File: src/rtl/pc_sequencer.sv
// Program-counter fetch/issue sequencer with redirect, stall and halt handling.
// Optional PC_ALIGN_CHECK_EN: misaligned redirect targets halt the core and raise sticky misalign.
module pc_sequencer #(
    parameter logic [31:0] RESET_PC = 32'h0000_0000,
    parameter int unsigned PC_STEP  = 4
) (
    input  logic        clka,
    input  logic        reset_n,
    output logic        imem_req,
    output logic [31:0] imem_addr,
    input  logic        imem_ack,
    input  logic [31:0] imem_rdata,
    input  logic        stall,
    input  logic        redirect,
    input  logic [31:0] redirect_target,
    input  logic        halt,
    output logic        instr_valid,
    output logic [31:0] instr,
    output logic [31:0] instr_pc,
`ifdef PC_ALIGN_CHECK_EN
    output logic        misalign,
`endif
    output logic        halted
);

    typedef enum logic [2:0] {
        ST_IDLE  = 3'd0,
        ST_FETCH = 3'd1,
        ST_WAIT  = 3'd2,
        ST_ISSUE = 3'd3,
        ST_HALT  = 3'd4
    } state_t;

    function automatic logic [31:0] pc_step_f(input logic [31:0] pc);
        return pc + 32'(PC_STEP);
    endfunction

    state_t      state_r, next_state_s;
    logic [31:0] pc_r, pc_nxt_s;
    logic [31:0] tgt_r, tgt_nxt_s;
    logic        kill_r, kill_nxt_s;
    logic        hpend_r, hpend_nxt_s;
    logic        cap_s;
    logic [31:0] instr_r, instr_pc_r;
    logic        imem_req_r, imem_req_s;
    logic        issue_r, issue_s;
    logic        halted_r, halted_s;
    logic        bad_tgt_s, halt_eff_s, redir_s;

`ifdef PC_ALIGN_CHECK_EN
    function automatic logic misaligned_f(input logic [31:0] t);
        return t[1:0] != 2'b00;
    endfunction

    logic misalign_r;

    assign bad_tgt_s = redirect & misaligned_f(redirect_target);
    assign misalign  = misalign_r;

    // Sticky misalign flag; a bad target is only honoured where halt would be.
    always_ff @(posedge clka or negedge reset_n) begin
        if (!reset_n) begin
            misalign_r <= 1'b0;
        end else if (bad_tgt_s && (state_r != ST_HALT)) begin
            misalign_r <= 1'b1;
        end else begin
            misalign_r <= misalign_r;
        end
    end
`else
    assign bad_tgt_s = 1'b0;
`endif

    // A misaligned redirect behaves as a halt and never as a redirect.
    assign halt_eff_s = halt | bad_tgt_s;
    assign redir_s    = redirect & ~bad_tgt_s;

    // State, PC bookkeeping and registered outputs.
    always_ff @(posedge clka or negedge reset_n) begin
        if (!reset_n) begin
            state_r    <= ST_IDLE;
            pc_r       <= RESET_PC;
            tgt_r      <= 32'h0000_0000;
            kill_r     <= 1'b0;
            hpend_r    <= 1'b0;
            instr_r    <= 32'h0000_0000;
            instr_pc_r <= 32'h0000_0000;
            imem_req_r <= 1'b0;
            issue_r    <= 1'b0;
            halted_r   <= 1'b0;
        end else begin
            state_r    <= next_state_s;
            pc_r       <= pc_nxt_s;
            tgt_r      <= tgt_nxt_s;
            kill_r     <= kill_nxt_s;
            hpend_r    <= hpend_nxt_s;
            instr_r    <= cap_s ? imem_rdata : instr_r;
            instr_pc_r <= cap_s ? pc_r : instr_pc_r;
            imem_req_r <= imem_req_s;
            issue_r    <= issue_s;
            halted_r   <= halted_s;
        end
    end

    // Next-state and datapath update; priority halt > redirect > normal flow.
    always_comb begin
        next_state_s = state_r;
        pc_nxt_s     = pc_r;
        tgt_nxt_s    = tgt_r;
        kill_nxt_s   = kill_r;
        hpend_nxt_s  = hpend_r;
        cap_s        = 1'b0;
        case (state_r)
            ST_IDLE: begin
                if (halt_eff_s) begin
                    next_state_s = ST_HALT;
                end else begin
                    next_state_s = ST_FETCH;
                end
            end
            ST_FETCH: begin
                if (halt_eff_s) begin
                    next_state_s = ST_HALT;
                end else if (redir_s) begin
                    next_state_s = ST_FETCH;
                    pc_nxt_s     = redirect_target;
                end else begin
                    next_state_s = ST_WAIT;
                end
            end
            ST_WAIT: begin
                if (imem_ack) begin
                    kill_nxt_s  = 1'b0;
                    hpend_nxt_s = 1'b0;
                    if (halt_eff_s || hpend_r) begin
                        next_state_s = ST_HALT;
                    end else if (redir_s) begin
                        next_state_s = ST_FETCH;
                        pc_nxt_s     = redirect_target;
                    end else if (kill_r) begin
                        next_state_s = ST_FETCH;
                        pc_nxt_s     = tgt_r;
                    end else begin
                        next_state_s = ST_ISSUE;
                        cap_s        = 1'b1;
                    end
                end else begin
                    // The bus request stays on the old address; only remember where to go.
                    if (halt_eff_s) begin
                        hpend_nxt_s = 1'b1;
                    end else if (redir_s && !hpend_r) begin
                        tgt_nxt_s  = redirect_target;
                        kill_nxt_s = 1'b1;
                    end else begin
                        hpend_nxt_s = hpend_r;
                    end
                end
            end
            ST_ISSUE: begin
                if (halt_eff_s) begin
                    next_state_s = ST_HALT;
                end else if (redir_s) begin
                    next_state_s = ST_FETCH;
                    pc_nxt_s     = redirect_target;
                end else if (stall) begin
                    next_state_s = ST_ISSUE;
                end else begin
                    next_state_s = ST_FETCH;
                    pc_nxt_s     = pc_step_f(pc_r);
                end
            end
            ST_HALT: begin
                next_state_s = ST_HALT;
            end
            default: begin
                next_state_s = ST_IDLE;
            end
        endcase
    end

    // Output decode from the upcoming state so the outputs can be registered.
    always_comb begin
        imem_req_s = 1'b0;
        issue_s    = 1'b0;
        halted_s   = 1'b0;
        case (next_state_s)
            ST_FETCH, ST_WAIT: imem_req_s = 1'b1;
            ST_ISSUE:          issue_s    = 1'b1;
            ST_HALT:           halted_s   = 1'b1;
            default:           imem_req_s = 1'b0;
        endcase
    end

    assign imem_req    = imem_req_r;
    assign imem_addr   = pc_r;
    assign instr       = instr_r;
    assign instr_pc    = instr_pc_r;
    assign halted      = halted_r;
    // Issue handshake must react to stall/redirect/halt in the same cycle.
    assign instr_valid = issue_r & ~stall & ~redirect & ~halt_eff_s;

endmodule

File: config.mk
export PLATFORM = sky130hd
export DESIGN_NAME = pc_sequencer
export DESIGN_NICKNAME = d
export VERILOG_FILES = /design/src/rtl/pc_sequencer.sv
export SDC_FILE = /design/constraint.sdc
export NUM_CORES = 1
export LEC_CHECK = 0
export CAP_MARGIN = 20
export CORE_AREA = 2 2 154 156
export DETAILED_ROUTE_END_ITERATION = 6
export DIE_AREA = 0 0 156 158
export GPL_ROUTABILITY_DRIVEN = 1
export PLACE_DENSITY_LB_ADDON = 0.05
export RECOVER_POWER = 50
export SLEW_MARGIN = 30
export SYNTH_ARGS = -nofsm -noshare
export SYNTH_HDL_FRONTEND = slang
export SYNTH_SLANG_ARGS = --single-unit
File: constraint.sdc
create_clock -name clka -period 2.35 [get_ports clka]
set_input_delay 0.705 -clock clka [delete_from_list [all_inputs] [get_ports clka]]
set_output_delay 0.705 -clock clka [all_outputs]
set_load 0.02 [all_outputs]
* Word-level counts from Yosys, hierarchy flattened
Index checks and enable logic that the tools add are counted.
Operators by class: mux-type cells 34, reduce and logical (&&, ||, !) cells 12, equality and inequality tests 16, add/sub/neg operators 1, bitwise operators 7
Operators by type and width (number):
- two-way mux 32 bit | 9
- one-hot mux 32 bit (3 select lines) | 1
- adder 32 x 3 -> 32 bit, second input constant | 1
- two-way mux 3 bit | 5
- one-hot mux 3 bit (5 select lines) | 1
- two-way mux 1 bit | 13
- == test 3 x 2 -> 1 bit, second input constant | 4
- != test 2 bit, second input constant | 6
- two-way mux 2 bit | 5
- AND reduction 8 bit | 1
- == test 3 x 1 -> 1 bit, second input constant | 2
- == test 3 bit, second input constant | 2
- != test 3 bit, second input constant | 2
- inverter 1 bit | 4
- AND reduction 4 bit | 1
- nonzero test 2 bit | 2
- bitwise AND 1 bit | 3
- logical NOT 3 bit | 1
- AND reduction 3 bit | 1
- nonzero test 3 bit | 1
- AND reduction 2 bit | 1
- OR reduction 2 bit | 1
- logical AND 1 bit | 1
- logical NOT 1 bit | 1
- logical OR 1 bit | 1
Word-level totals: word-level logic and storage cells 80, register bits 136

* Longest topological paths before layout
depth after elaboration 8, depth in mapped cells 8

* Worst setup path before layout
OpenSTA, ideal clock, no wires.
kind input to output, from input port redirect, to output port instr_valid, data required time 1645 ps, data arrival time 1842 ps, path slack -197 ps, stages on the path 3, buffers on the path 2, path through clkbuf_1 -> clkbuf_1 -> nor4b_1
Between the ends: cells in the longest elaborated chain, start to end 3
RTL lines:
- from (decl) | RTL line 14 | input logic redirect,
- inverter 1 bit | RTL line 200 | assign instr_valid = issue_r & ~stall & ~redirect & ~halt_eff_s;
- bitwise AND 1 bit (2 in series) | RTL line 200
- to (decl) | RTL line 17 | output logic instr_valid,
Every way passes these cells.

* Worst setup path after layout
from input port imem_ack, to register instr_pc_r[0] (netlist: instr_pc[0])
Between the ends: cells in the longest elaborated chain, start to end 2
RTL lines:
- from (decl) | RTL line 11 | input logic imem_ack,
- two-way mux 1 bit | RTL line 132 | if (imem_ack) begin
- two-way mux 1 bit | RTL line 113 | case (state_r)
- to (signal assigned) | RTL line 98 | instr_pc_r <= cap_s ? pc_r : instr_pc_r;
- to (decl) | RTL line 44 | logic [31:0] instr_r, instr_pc_r;
Every way passes these cells. A chain may end at the register's enable or synchronous reset.

==> impl_metrics.ini <==
[cts]
cts_buffers = 17
clk_pin_slew_ns = 0.07
cts_tree = done
cts.sinks = 136
cts_root_buf = clkbuf_16
htree_levels = 4
ctsLongestPathBuffers = 2
clkLatencyLatePin_ns = 0.42

[routing]
viasPerCell = 5.05
wl_per_cell_um = 19.1
drt_wl_total_um = 21700
drt_iter0_drc = 318
drc = 0
drtAntennaViolNets = 0
first_pass_iters = 5
vias = 5751

[worst_setup_path]
critPathRequiredTime_ns = 2.65
crit_family = buffers and inverters
arrival_ns = 2.61
max_stage_delay_ns = 0.58
endpoint_kind = flop
crit_path_start_kind = primary input
worst-path-buf-inv = 2
worstPathCellList = dlygate4sd3_1 -> nand2b_1 -> or4_4 -> bufbuf_16 -> mux2_4
path_class = in2reg
cp_max_fo = 26
crit_slowest_cell = or4_4

[sta]
drv_slew = 51
period_minus_slack_ns = 2.31
period_share_pct = 98.2
setup_viol = 0
max_slew_margin_pct = -5.79
fin_ws_ns = 0.0416
finalHoldViolCount = 0
grt_setup_unrepaired = false
fmax_mhz = 433
clock_skew_ns = 0.0126
worst_hold_slack_ns = 0.482
worst_slew_pin_slew_ns = 1.59

[synthesis]
ys.warnings.count = 0
ys_seq_area_share_pct = 50.0
synthFlopType = dfrtp_1
synthTopCellsByArea = dfrtp_1 50%, mux2_2 9.1%, mux2_4 7.9%, o21ai_0 3.7%, nand2_1 3.1%
syn_avg_cell_area_um2 = 11.0
synth_cell_type_count = 59
ys_seq_elements = 136
async_flop_share_pct = 100
syn_area_um2 = 6810
synth_edf_count = 0
syn_nets = 692
netlist_instances = 620
synth_top_area_share_pct = 50.0
synthMostInstantiatedCell = dfrtp_1
synth_area_leader_cell = dfrtp_1
synthTopCellsByCount = 136 x dfrtp_1, 56 x nand2_1, 55 x mux2_2

[placed_design]
place_congestion = 0.841
dpl_worst_slack_ns = -0.473
hpwl_um = 15400
port_buffers = 168
place_area_um2 = 9240

[floorplan]
rows = 56
pin_count = 169
die-area_um2 = 24600
initial_core_util_pct = 29.5
die-width_um = 156
die_y_um = 158
fp.coreArea_um2 = 23100

[power]
irDropWorstVdd_mv = 0.388
p_leak_nw = 4.56
power.density_nw_per_um2 = 633

[global_route]
overflow = 0
grt_pass1_vias = 5814
grt_pass1_wl_um = 33600
antenna_found_initial = 0
grt_max_degree = 53
grt_use_total_pct = 17.8

[finish]
drive_above_1_share_pct = 23.3
finalInstanceArea_um2 = 9880
area_delta_synth_final_pct = 45.2
fillCellCount = 2163
final_nets = 907
diodes = 0

[run_status]
status = complete, but fails checks
violations = capacitance limit, slew limit

[job]
cap_violations = 1

[min_path]
hold_class = reg2reg
## final timing paths
path	start	end	slack, ns	cells after the start
max in group asynchronous	reset_n	instr[5]	0.33	2
min in group asynchronous	reset_n	instr_pc[7]	0.69	1
hold reg to reg	tgt_r[26]	tgt_r[26]	0.48	2
setup / recovery	imem_ack	instr_pc[0]	0.04	5
hold / removal	tgt_r[26]	tgt_r[26]	0.48	2
setup reg to reg	state_r[0]	tgt_r[21]	0.18	5
## per-stage QoR
| stage | util [%] | cells | TNS [ns] | total power (W) |
|---|---|---|---|---|
| after global placement | 40.1 | 1102 | -41.58 | 0.00344 |
| final | 42.9 | 1138 | 0 | 0.00626 |
| after floorplan | - | 620 | 0 | 0.00291 |
| after global routing | 42.9 | 1138 | 0 | 0.00652 |
| after CTS | 43.2 | 1138 | 0 | 0.00638 |
| after detailed placement | 40.1 | 1102 | -43.19 | 0.00345 |
## registers in the layout, summed over array words and instances, names as in the netlist
signal	flops
halted	1
hpend_r	1
imem_addr	32
imem_req	1
instr	32
instr_pc	32
issue_r	1
kill_r	1
state_r	3
tgt_r	32
## routing by layer
layer / GRT usage, % / vias to the layer above / part of all wire, %
met3: 3.72 / 13 / 4.8
met4: 4.67 / 0 / 1.0
met1: 24.4 / 2863 / 48
li1: - / 2691 / -
met2: 28.7 / 184 / 46
met5: 0 / - / 0
## layout make-up
cell class	instances	area, um2	area share [%]
clock buffers	22	464	4.70
multi-input cells	432	3160	32.0
repair buffers	239	2290	23.2
clock inverters	10	169	1.71
well taps	290	363	3.67
flip-flops and latches	136	3410	34.5
inverters	9	33.8	0.342
## where the power goes
group	internal, W	total [W]	switching [W]
clock	0.00184	0.00289	0.00105
combinational	0.000385	0.000805	0.000421
sequential	0.00243	0.00257	0.000134
## worst min-delay path, stage by stage, from the launching register on
cell     delay [ns]
dfrtp_1        0.34
nand2_1        0.04
o21ai_0        0.06
## timing repair
item,in CTS,in global routing
endpoints found under the hold margin,0,0
buffers inserted,2,0
cloned,2,0
resized for setup,14,5
hold buffers,0,0
endpoints found under the setup margin,44,5
## cell families after synthesis
| family | synth area share [%] |
|---|---|
| xor gates and xnor gates | 1.67 |
| and+or+nand+nor | 13.8 |
| adders and majority gates | 0.367 |
| buffers and inverters | 3.67 |
| AOI/OAI and AO/OA | 12.4 |
| DFF | 50.0 |
| muxes | 18.1 |
## placed cells by master (no fill, tap or decap), types with 9 or more instances in the layout
cell type	n
clkbuf_1	12
clkbuf_16	17
o21ai_0	51
nand4_1	17
nor2_1	34
mux2_4	36
nand3_1	13
clkdlybuf4s50_1	133
a21oi_1	29
nand3b_1	9
and2_1	9
dfrtp_1	134
a31oi_1	9
inv_1	9
mux2_2	55
nand2_1	56
buf_4	54
dlygate4sd3_1	25
No activity file was read; power rests on OpenSTA's default activity.
